==> config.mk <==
export PLATFORM = sky130hd
export DESIGN_NAME = cmul_pipe
export DESIGN_NICKNAME = d
export VERILOG_FILES = /design/src/rtl/cmul_pkg.sv /design/src/rtl/cmul_pipe_dly.sv /design/src/rtl/cmul_pipe.sv
export SDC_FILE = /design/constraint.sdc
export NUM_CORES = 2
export LEC_CHECK = 0
export CAP_MARGIN = 20
export CORE_ASPECT_RATIO = 0.5
export CORE_MARGIN = 1.5
export CORE_UTILIZATION = 55
export CTS_CLUSTER_SIZE = 24
export DETAILED_ROUTE_END_ITERATION = 10
export GPL_ROUTABILITY_DRIVEN = 1
export GPL_TIMING_DRIVEN = 0
export PLACE_DENSITY = 0.81
export SYNTH_ARGS = -nofsm -noshare
export SYNTH_HDL_FRONTEND = slang
export SYNTH_SLANG_ARGS = --single-unit
==> constraint.sdc <==
create_clock -name clk -period 22.7 [get_ports clk]
set_clock_uncertainty 0.05 [all_clocks]
set_input_delay 3.405 -clock clk [delete_from_list [all_inputs] [get_ports clk]]
set_output_delay 3.405 -clock clk [all_outputs]
set_load 0.02 [all_outputs]
==> src/rtl/cmul_pkg.sv <==
// Shared widths, complex types and the rounding/reduction helper for cmul_pipe.
// Output saturation is selected in cmul_pipe with the CMUL_SAT_EN macro.
package cmul_pkg;

    localparam int DATA_WIDTH_DEF = 16;
    localparam int TW_WIDTH_DEF   = 16;
    localparam int OUT_WIDTH_DEF  = 16;

    localparam int PROD_W = DATA_WIDTH_DEF + TW_WIDTH_DEF;
    localparam int SUM_W  = PROD_W + 1;

    // Rounding is done in a fixed wide container so one function serves every width.
    localparam int CALC_W = 64;

    typedef struct packed {
        logic signed [DATA_WIDTH_DEF-1:0] re;
        logic signed [DATA_WIDTH_DEF-1:0] im;
    } cplx_data_t;

    typedef struct packed {
        logic signed [TW_WIDTH_DEF-1:0] re;
        logic signed [TW_WIDTH_DEF-1:0] im;
    } cplx_tw_t;

    typedef struct packed {
        logic signed [PROD_W-1:0] re;
        logic signed [PROD_W-1:0] im;
    } cplx_prod_t;

    typedef struct packed {
        logic signed [CALC_W-1:0] val;
        logic                     ovf;
    } round_t;

    // Round half up, shift right arithmetically, then clamp to out_w bits when sat is set.
    // Without sat the caller keeps the low out_w bits, which wraps.
    function automatic round_t sat_round(input logic signed [CALC_W-1:0] v,
                                         input int unsigned              shift,
                                         input int unsigned              out_w,
                                         input logic                     sat);
        round_t                   res;
        logic signed [CALC_W-1:0] r;
        logic signed [CALC_W-1:0] mx;
        logic signed [CALC_W-1:0] mn;
        r       = (v + (64'sd1 <<< (shift - 1))) >>> shift;
        mx      = (64'sd1 <<< (out_w - 1)) - 64'sd1;
        mn      = -(64'sd1 <<< (out_w - 1));
        res.val = r;
        res.ovf = 1'b0;
        if (sat) begin
            if (r > mx) begin
                res.val = mx;
                res.ovf = 1'b1;
            end else if (r < mn) begin
                res.val = mn;
                res.ovf = 1'b1;
            end
        end
        return res;
    endfunction

endpackage

==> src/rtl/cmul_pipe_dly.sv <==
// pipe_dly: en-gated delay line of DEPTH registers, async active-high reset to 0.
// DEPTH = 0 is a straight wire.
module pipe_dly #(
    parameter int WIDTH = 1,
    parameter int DEPTH = 0
) (
    input  logic             clk,
    input  logic             rst,
    input  logic             en,
    input  logic [WIDTH-1:0] din,
    output logic [WIDTH-1:0] dout
);

    generate
        if (DEPTH == 0) begin : g_bypass
            assign dout = din;
        end else begin : g_dly
            logic [WIDTH-1:0] stage_q [DEPTH];

            always_ff @(posedge clk or posedge rst) begin
                if (rst) begin
                    for (int i = 0; i < DEPTH; i++) begin
                        stage_q[i] <= '0;
                    end
                end else if (en) begin
                    stage_q[0] <= din;
                    for (int i = 1; i < DEPTH; i++) begin
                        stage_q[i] <= stage_q[i-1];
                    end
                end
            end

            assign dout = stage_q[DEPTH-1];
        end
    endgenerate

endmodule

==> src/rtl/cmul_pipe.sv <==
// Pipelined signed complex multiplier (x twiddle or x conj(twiddle)) with rounding.
// Define CMUL_SAT_EN for saturating output and ovf_out; otherwise the output wraps.
module cmul_pipe
    import cmul_pkg::*;
#(
    parameter int DATA_WIDTH  = DATA_WIDTH_DEF,
    parameter int TW_WIDTH    = TW_WIDTH_DEF,
    parameter int OUT_WIDTH   = OUT_WIDTH_DEF,
    parameter int SHIFT       = TW_WIDTH - 1,
    parameter int PIPE_STAGES = 3
) (
    input  logic                        clk,
    input  logic                        rst_n,
    input  logic                        en,
    input  logic                        in_valid,
    input  logic                        conj_in,
    input  logic signed [DATA_WIDTH-1:0] a_re,
    input  logic signed [DATA_WIDTH-1:0] a_im,
    input  logic signed [TW_WIDTH-1:0]   w_re,
    input  logic signed [TW_WIDTH-1:0]   w_im,
    output logic                        out_valid,
    output logic signed [OUT_WIDTH-1:0]  p_re,
    output logic signed [OUT_WIDTH-1:0]  p_im,
    output logic                        ovf_out
);

    localparam int PW = DATA_WIDTH + TW_WIDTH;
    localparam int SW = PW + 1;

`ifdef CMUL_SAT_EN
    localparam logic SAT_EN = 1'b1;
`else
    localparam logic SAT_EN = 1'b0;
`endif

    generate
        if (PIPE_STAGES < 3) begin : g_bad_stages
            $error("cmul_pipe: PIPE_STAGES must be >= 3");
        end
        if (SHIFT < 1) begin : g_bad_shift
            $error("cmul_pipe: SHIFT must be >= 1");
        end
        if (SW >= CALC_W) begin : g_bad_width
            $error("cmul_pipe: DATA_WIDTH + TW_WIDTH too wide for rounding container");
        end
    endgenerate

    typedef struct packed {
        logic signed [DATA_WIDTH-1:0] re;
        logic signed [DATA_WIDTH-1:0] im;
    } data_t;

    typedef struct packed {
        logic signed [TW_WIDTH-1:0] re;
        logic signed [TW_WIDTH-1:0] im;
    } tw_t;

    typedef struct packed {
        logic                       valid;
        logic                       ovf;
        logic signed [OUT_WIDTH-1:0] re;
        logic signed [OUT_WIDTH-1:0] im;
    } out_t;

    // Stage 1: input capture
    data_t a_q;
    tw_t   w_q;
    logic  conj1_q;
    logic  v1_q;

    always_ff @(posedge clk or posedge rst_n) begin
        if (rst_n) begin
            a_q     <= '0;
            w_q     <= '0;
            conj1_q <= 1'b0;
            v1_q    <= 1'b0;
        end else if (en) begin
            a_q     <= '{re: a_re, im: a_im};
            w_q     <= '{re: w_re, im: w_im};
            conj1_q <= conj_in;
            v1_q    <= in_valid;
        end
    end

    // Stage 2: four full-precision partial products
    logic signed [PW-1:0] rr_d, ii_d, ri_d, ir_d;
    logic signed [PW-1:0] rr_q, ii_q, ri_q, ir_q;
    logic                 conj2_q;
    logic                 v2_q;

    always_comb begin
        rr_d = PW'(a_q.re) * PW'(w_q.re);
        ii_d = PW'(a_q.im) * PW'(w_q.im);
        ri_d = PW'(a_q.re) * PW'(w_q.im);
        ir_d = PW'(a_q.im) * PW'(w_q.re);
    end

    always_ff @(posedge clk or posedge rst_n) begin
        if (rst_n) begin
            rr_q    <= '0;
            ii_q    <= '0;
            ri_q    <= '0;
            ir_q    <= '0;
            conj2_q <= 1'b0;
            v2_q    <= 1'b0;
        end else if (en) begin
            rr_q    <= rr_d;
            ii_q    <= ii_d;
            ri_q    <= ri_d;
            ir_q    <= ir_d;
            conj2_q <= conj1_q;
            v2_q    <= v1_q;
        end
    end

    // Stage 3: sum at one extra bit, round, reduce to OUT_WIDTH
    logic signed [SW-1:0]        re_sum, im_sum;
    round_t                      re_rnd, im_rnd;
    logic signed [OUT_WIDTH-1:0] p3_re_d, p3_im_d;
    logic                        ovf3_d;
    out_t                        s3_q;

    always_comb begin
        if (conj2_q) begin
            re_sum = SW'(rr_q) + SW'(ii_q);
            im_sum = SW'(ir_q) - SW'(ri_q);
        end else begin
            re_sum = SW'(rr_q) - SW'(ii_q);
            im_sum = SW'(ir_q) + SW'(ri_q);
        end
        re_rnd  = sat_round(CALC_W'(re_sum), SHIFT, OUT_WIDTH, SAT_EN);
        im_rnd  = sat_round(CALC_W'(im_sum), SHIFT, OUT_WIDTH, SAT_EN);
        p3_re_d = re_rnd.val[OUT_WIDTH-1:0];
        p3_im_d = im_rnd.val[OUT_WIDTH-1:0];
`ifdef CMUL_SAT_EN
        ovf3_d  = re_rnd.ovf | im_rnd.ovf;
`else
        ovf3_d  = 1'b0;
`endif
    end

    always_ff @(posedge clk or posedge rst_n) begin
        if (rst_n) begin
            s3_q <= '0;
        end else if (en) begin
            s3_q <= '{valid: v2_q, ovf: ovf3_d, re: p3_re_d, im: p3_im_d};
        end
    end

    // Extra latency beyond three stages is added after the result register.
    out_t out_s;

    pipe_dly #(
        .WIDTH ($bits(out_t)),
        .DEPTH (PIPE_STAGES - 3)
    ) u_out_dly (
        .clk  (clk),
        .rst  (rst_n),
        .en   (en),
        .din  (s3_q),
        .dout (out_s)
    );

    assign out_valid = out_s.valid;
    assign p_re      = out_s.re;
    assign p_im      = out_s.im;
`ifdef CMUL_SAT_EN
    assign ovf_out   = out_s.ovf;
`else
    assign ovf_out   = 1'b0;
`endif

endmodule

==> load_flow_metrics.sql <==
INSERT INTO impl_metrics (metric_group, metric, value, unit) VALUES
('worst_hold_path', 'worstHoldStart', 's3_q[0]', ''),
('clocking', 'post_cts_resize_count', '0', ''),
('clocking', 'htree_num_levels', '1', ''),
('worst_setup_path', 'endpoint_kind', 'register', ''),
('route', 'remaining_drc_errors', '0', ''),
('die', 'core-area', '0.0909', 'sq mm'),
('finish', 'layout.area.seq', '0.00563', 'sq mm'),
('die', 'initial_utilization', '0.556', ''),
('route', 'drt-initial-drc-count', '4202', ''),
('synthesis', 'seq_area_frac_synth', '0.111', ''),
('route', 'drt-wirelength-per-cell', '26.0', 'um'),
('synthesis', 'synth_seq_cells', '225', ''),
('worst_setup_path', 'r2r-start', 'w_q[18]', ''),
('synthesis', 'synth.cells.most_frequent', 'sky130_fd_sc_hd__inv_1, sky130_fd_sc_hd__fa_1, sky130_fd_sc_hd__nand2_1, sky130_fd_sc_hd__and2_1, sky130_fd_sc_hd__ha_1', ''),
('grt', 'initial_antenna_violation_count', '50', ''),
('route', 'firstDrtPassIters', '6', ''),
('timing', 'timing.setup.tns', '0', 'ns'),
('synthesis', 'synthDominantCellAreaShare', '0.405', ''),
('timing', 'timing.final.hold_violations', '0', ''),
('synthesis', 'syn-instance-count', '5388', ''),
('finish', 'drive_gt1_frac', '0.0482', ''),
('worst_setup_path', 'timing.critical_path.fanout_max', '10', ''),
('flow_run', 'cap_violations', '0', ''),
('clocking', 'clock_latency', '0.68', 'ns'),
('worst_setup_path', 'crit_path_start', 'w_q[18]', ''),
('die', 'die_height', '217', 'um'),
('worst_setup_path', 'arrival', '9.69', 'ns'),
('route', 'antenna_left', '0', ''),
('die', 'die_width', '432', 'um'),
('route', 'viasPerCell', '5.76', ''),
('synthesis', 'synth.most_common_cell', 'sky130_fd_sc_hd__inv_1', ''),
('die', 'area_of_the_die', '0.0939', 'sq mm'),
('synthesis', 'netlist_area', '0.0506', 'sq mm'),
('finish', 'finish.utilization', '0.598', ''),
('worst_setup_path', 'worst-endpoint-required', '23.20', 'ns'),
('synthesis', 'synth-edff-count', '0', ''),
('finish', 'layout.cells.non_filler', '6831', ''),
('worst_hold_path', 'min-delay-path-class', 'register to register', ''),
('route', 'route.vias.total', '39300', ''),
('worst_setup_path', 'critical_path.most_common_cell', 'sky130_fd_sc_hd__fa_1', ''),
('worst_setup_path', 'path_delay_family', 'adder cells', ''),
('placement', 'place.detailed.instances', '6746', ''),
('clocking', 'cts.root.buffer_cell', 'sky130_fd_sc_hd__clkbuf_16', ''),
('worst_setup_path', 'worst-setup-path-type', 'register to register', ''),
('synthesis', 'postSynth.topFlopCell', 'sky130_fd_sc_hd__dfrtp_1', ''),
('synthesis', 'asyncSetResetFlopFracSynth', '1.00', ''),
('timing', 'slew_headroom', '0.140', ''),
('timing', 'grt_setup_unrepaired', 'false', ''),
('synthesis', 'post_synth_main_area_contributors', 'sky130_fd_sc_hd__fa_1, sky130_fd_sc_hd__dfrtp_1, sky130_fd_sc_hd__ha_1', ''),
('timing', 'max_clock_freq', '109', 'MHz'),
('timing', 'fin_crit', '9.18', 'ns'),
('worst_setup_path', 'path_buf_inv', '5', ''),
('worst_setup_path', 'crit_path_max_incr_delay', '0.94', 'ns'),
('placement', 'placed_wire_length_estimate_after_detailed_placement', '148000', 'um'),
('clocking', 'cts_setup_buffers', '0', ''),
('worst_setup_path', 'critical-path-slowest-cell', 'sky130_fd_sc_hd__xnor2_1', ''),
('clocking', 'number_of_buffers_added_by_the_clock_tree_synthesis_step', '26', ''),
('clocking', 'cts_hold_buf', '0', ''),
('outcome', 'outcome', 'finished, final reports clean', ''),
('synthesis', 'synth_cell_types', '79', ''),
('clocking', 'tritoncts_num_sinks', '225', ''),
('clocking', 'clock_transition_at_the_registers_of_the_reported_paths', '0.08', 'ns'),
('grt', 'grt-ovfl-total', '0', ''),
('synthesis', 'synthesis.nets', '6863', ''),
('clocking', 'cts_tree', 'built', ''),
('grt', 'grt_util_all_layers', '0.391', ''),
('synthesis', 'avg_inst_size_synth', '9.38', 'sq um'),
('timing', 'worst_pin_slew', '1.29', 'ns'),
('clocking', 'ctsLongestPathBuffers', '3', ''),
('die', 'num_rows', '78', ''),
('timing', 'finalMaxSlewViolations', '0', '');
==> per-stage QoR <==
stage	hold WS, ns	setup slack, ns	cell area, sq um
6_report	0.460	13.52	54400
5_1_grt	0.484	13.35	54300
4_1_cts	0.465	13.66	54200
3_5_place_dp	0.446	13.74	53300
3_3_place_gp	0.434	9.92	53100
2_1_floorplan	0.425	13.08	50600
==> per-layer routing <==
| layer | vias to the layer above | wire length, um | global-route usage |
|---|---|---|---|
| li1 | 16600 | - | - |
| met1 | 20100 | 70600 | 0.518 |
| met2 | 2059 | 74100 | 0.572 |
| met3 | 492 | 25500 | 0.162 |
| met4 | 28 | 7150 | 0.147 |
| met5 | - | 230 | 0 |
==> area by class of cell <==
| cell class | count | area share |
|---|---|---|
| clock inverter | 16 | 0.00290 |
| clock buffer | 32 | 0.0131 |
| sequential | 225 | 0.104 |
| tap | 1240 | 0.0285 |
| buffer | 242 | 0.0168 |
| multi-input combinational | 3753 | 0.729 |
| antenna | 30 | 0.00138 |
| inverter | 1168 | 0.0808 |
| timing repair buffer | 125 | 0.0240 |
==> worst paths after layout <==
check / to / slack (ns) / depth (start not counted)
setup / recovery: rr_q[30] / 13.52 / 24
hold / removal: s3_q[0] / 0.46 / 1
setup reg to reg: rr_q[30] / 13.52 / 24
hold reg to reg: s3_q[0] / 0.46 / 1
max in group asynchronous: s3_q[1] / 18.23 / 4
min in group asynchronous: a_q[6] / 3.09 / 2
==> layout by cell type, fill, tap and decap left out, types with 12 or more instances in the layout <==
| master | instances |
|---|---|
| sky130_fd_sc_hd__a21o_1 | 66 |
| sky130_fd_sc_hd__buf_4 | 12 |
| sky130_fd_sc_hd__ha_1 | 382 |
| sky130_fd_sc_hd__nor4_1 | 15 |
| sky130_fd_sc_hd__xor2_1 | 90 |
| sky130_fd_sc_hd__a31oi_1 | 15 |
| sky130_fd_sc_hd__xnor2_1 | 179 |
| sky130_fd_sc_hd__nand2_1 | 573 |
| sky130_fd_sc_hd__nand2b_1 | 38 |
| sky130_fd_sc_hd__clkbuf_16 | 26 |
| sky130_fd_sc_hd__o21ai_0 | 67 |
| sky130_fd_sc_hd__nor3_1 | 43 |
| sky130_fd_sc_hd__o21bai_1 | 18 |
| sky130_fd_sc_hd__and3_1 | 15 |
| sky130_fd_sc_hd__nand3_1 | 27 |
| sky130_fd_sc_hd__mux2_2 | 170 |
| sky130_fd_sc_hd__nand4_1 | 17 |
| sky130_fd_sc_hd__a21oi_1 | 184 |
| sky130_fd_sc_hd__clkbuf_1 | 239 |
| sky130_fd_sc_hd__fa_1 | 1024 |
| sky130_fd_sc_hd__clkdlybuf4s50_1 | 101 |
| sky130_fd_sc_hd__inv_1 | 1167 |
| sky130_fd_sc_hd__and2_1 | 476 |
| sky130_fd_sc_hd__nor2_1 | 183 |
| sky130_fd_sc_hd__dfrtp_1 | 225 |
| sky130_fd_sc_hd__nor2b_1 | 16 |
| sky130_fd_sc_hd__diode_2 | 30 |
==> flip-flops by register name, indices dropped and copies added (netlist names) <==
register / count
a_q: 32
conj1_q: 1
conj2_q: 1
ii_q: 31
ir_q: 31
ri_q: 31
rr_q: 31
s3_q: 33
v1_q: 1
v2_q: 1
w_q: 32
==> cells by family after synthesis <==
logic type | after synthesis | share of synthesized area
AOI/OAI and AO/OA | 449 | 0.0554
xor gates and xnor gates | 270 | 0.0470
adders and majority gates | 1406 | 0.500
buffers and inverters | 1410 | 0.105
DFF | 225 | 0.111
muxes | 175 | 0.0389
other | 1 | 0.0000742
and+or+nand+nor | 1452 | 0.143
Power is not shown: default switching activity piles up to over one toggle a cycle in this logic, so the estimate is an artifact.
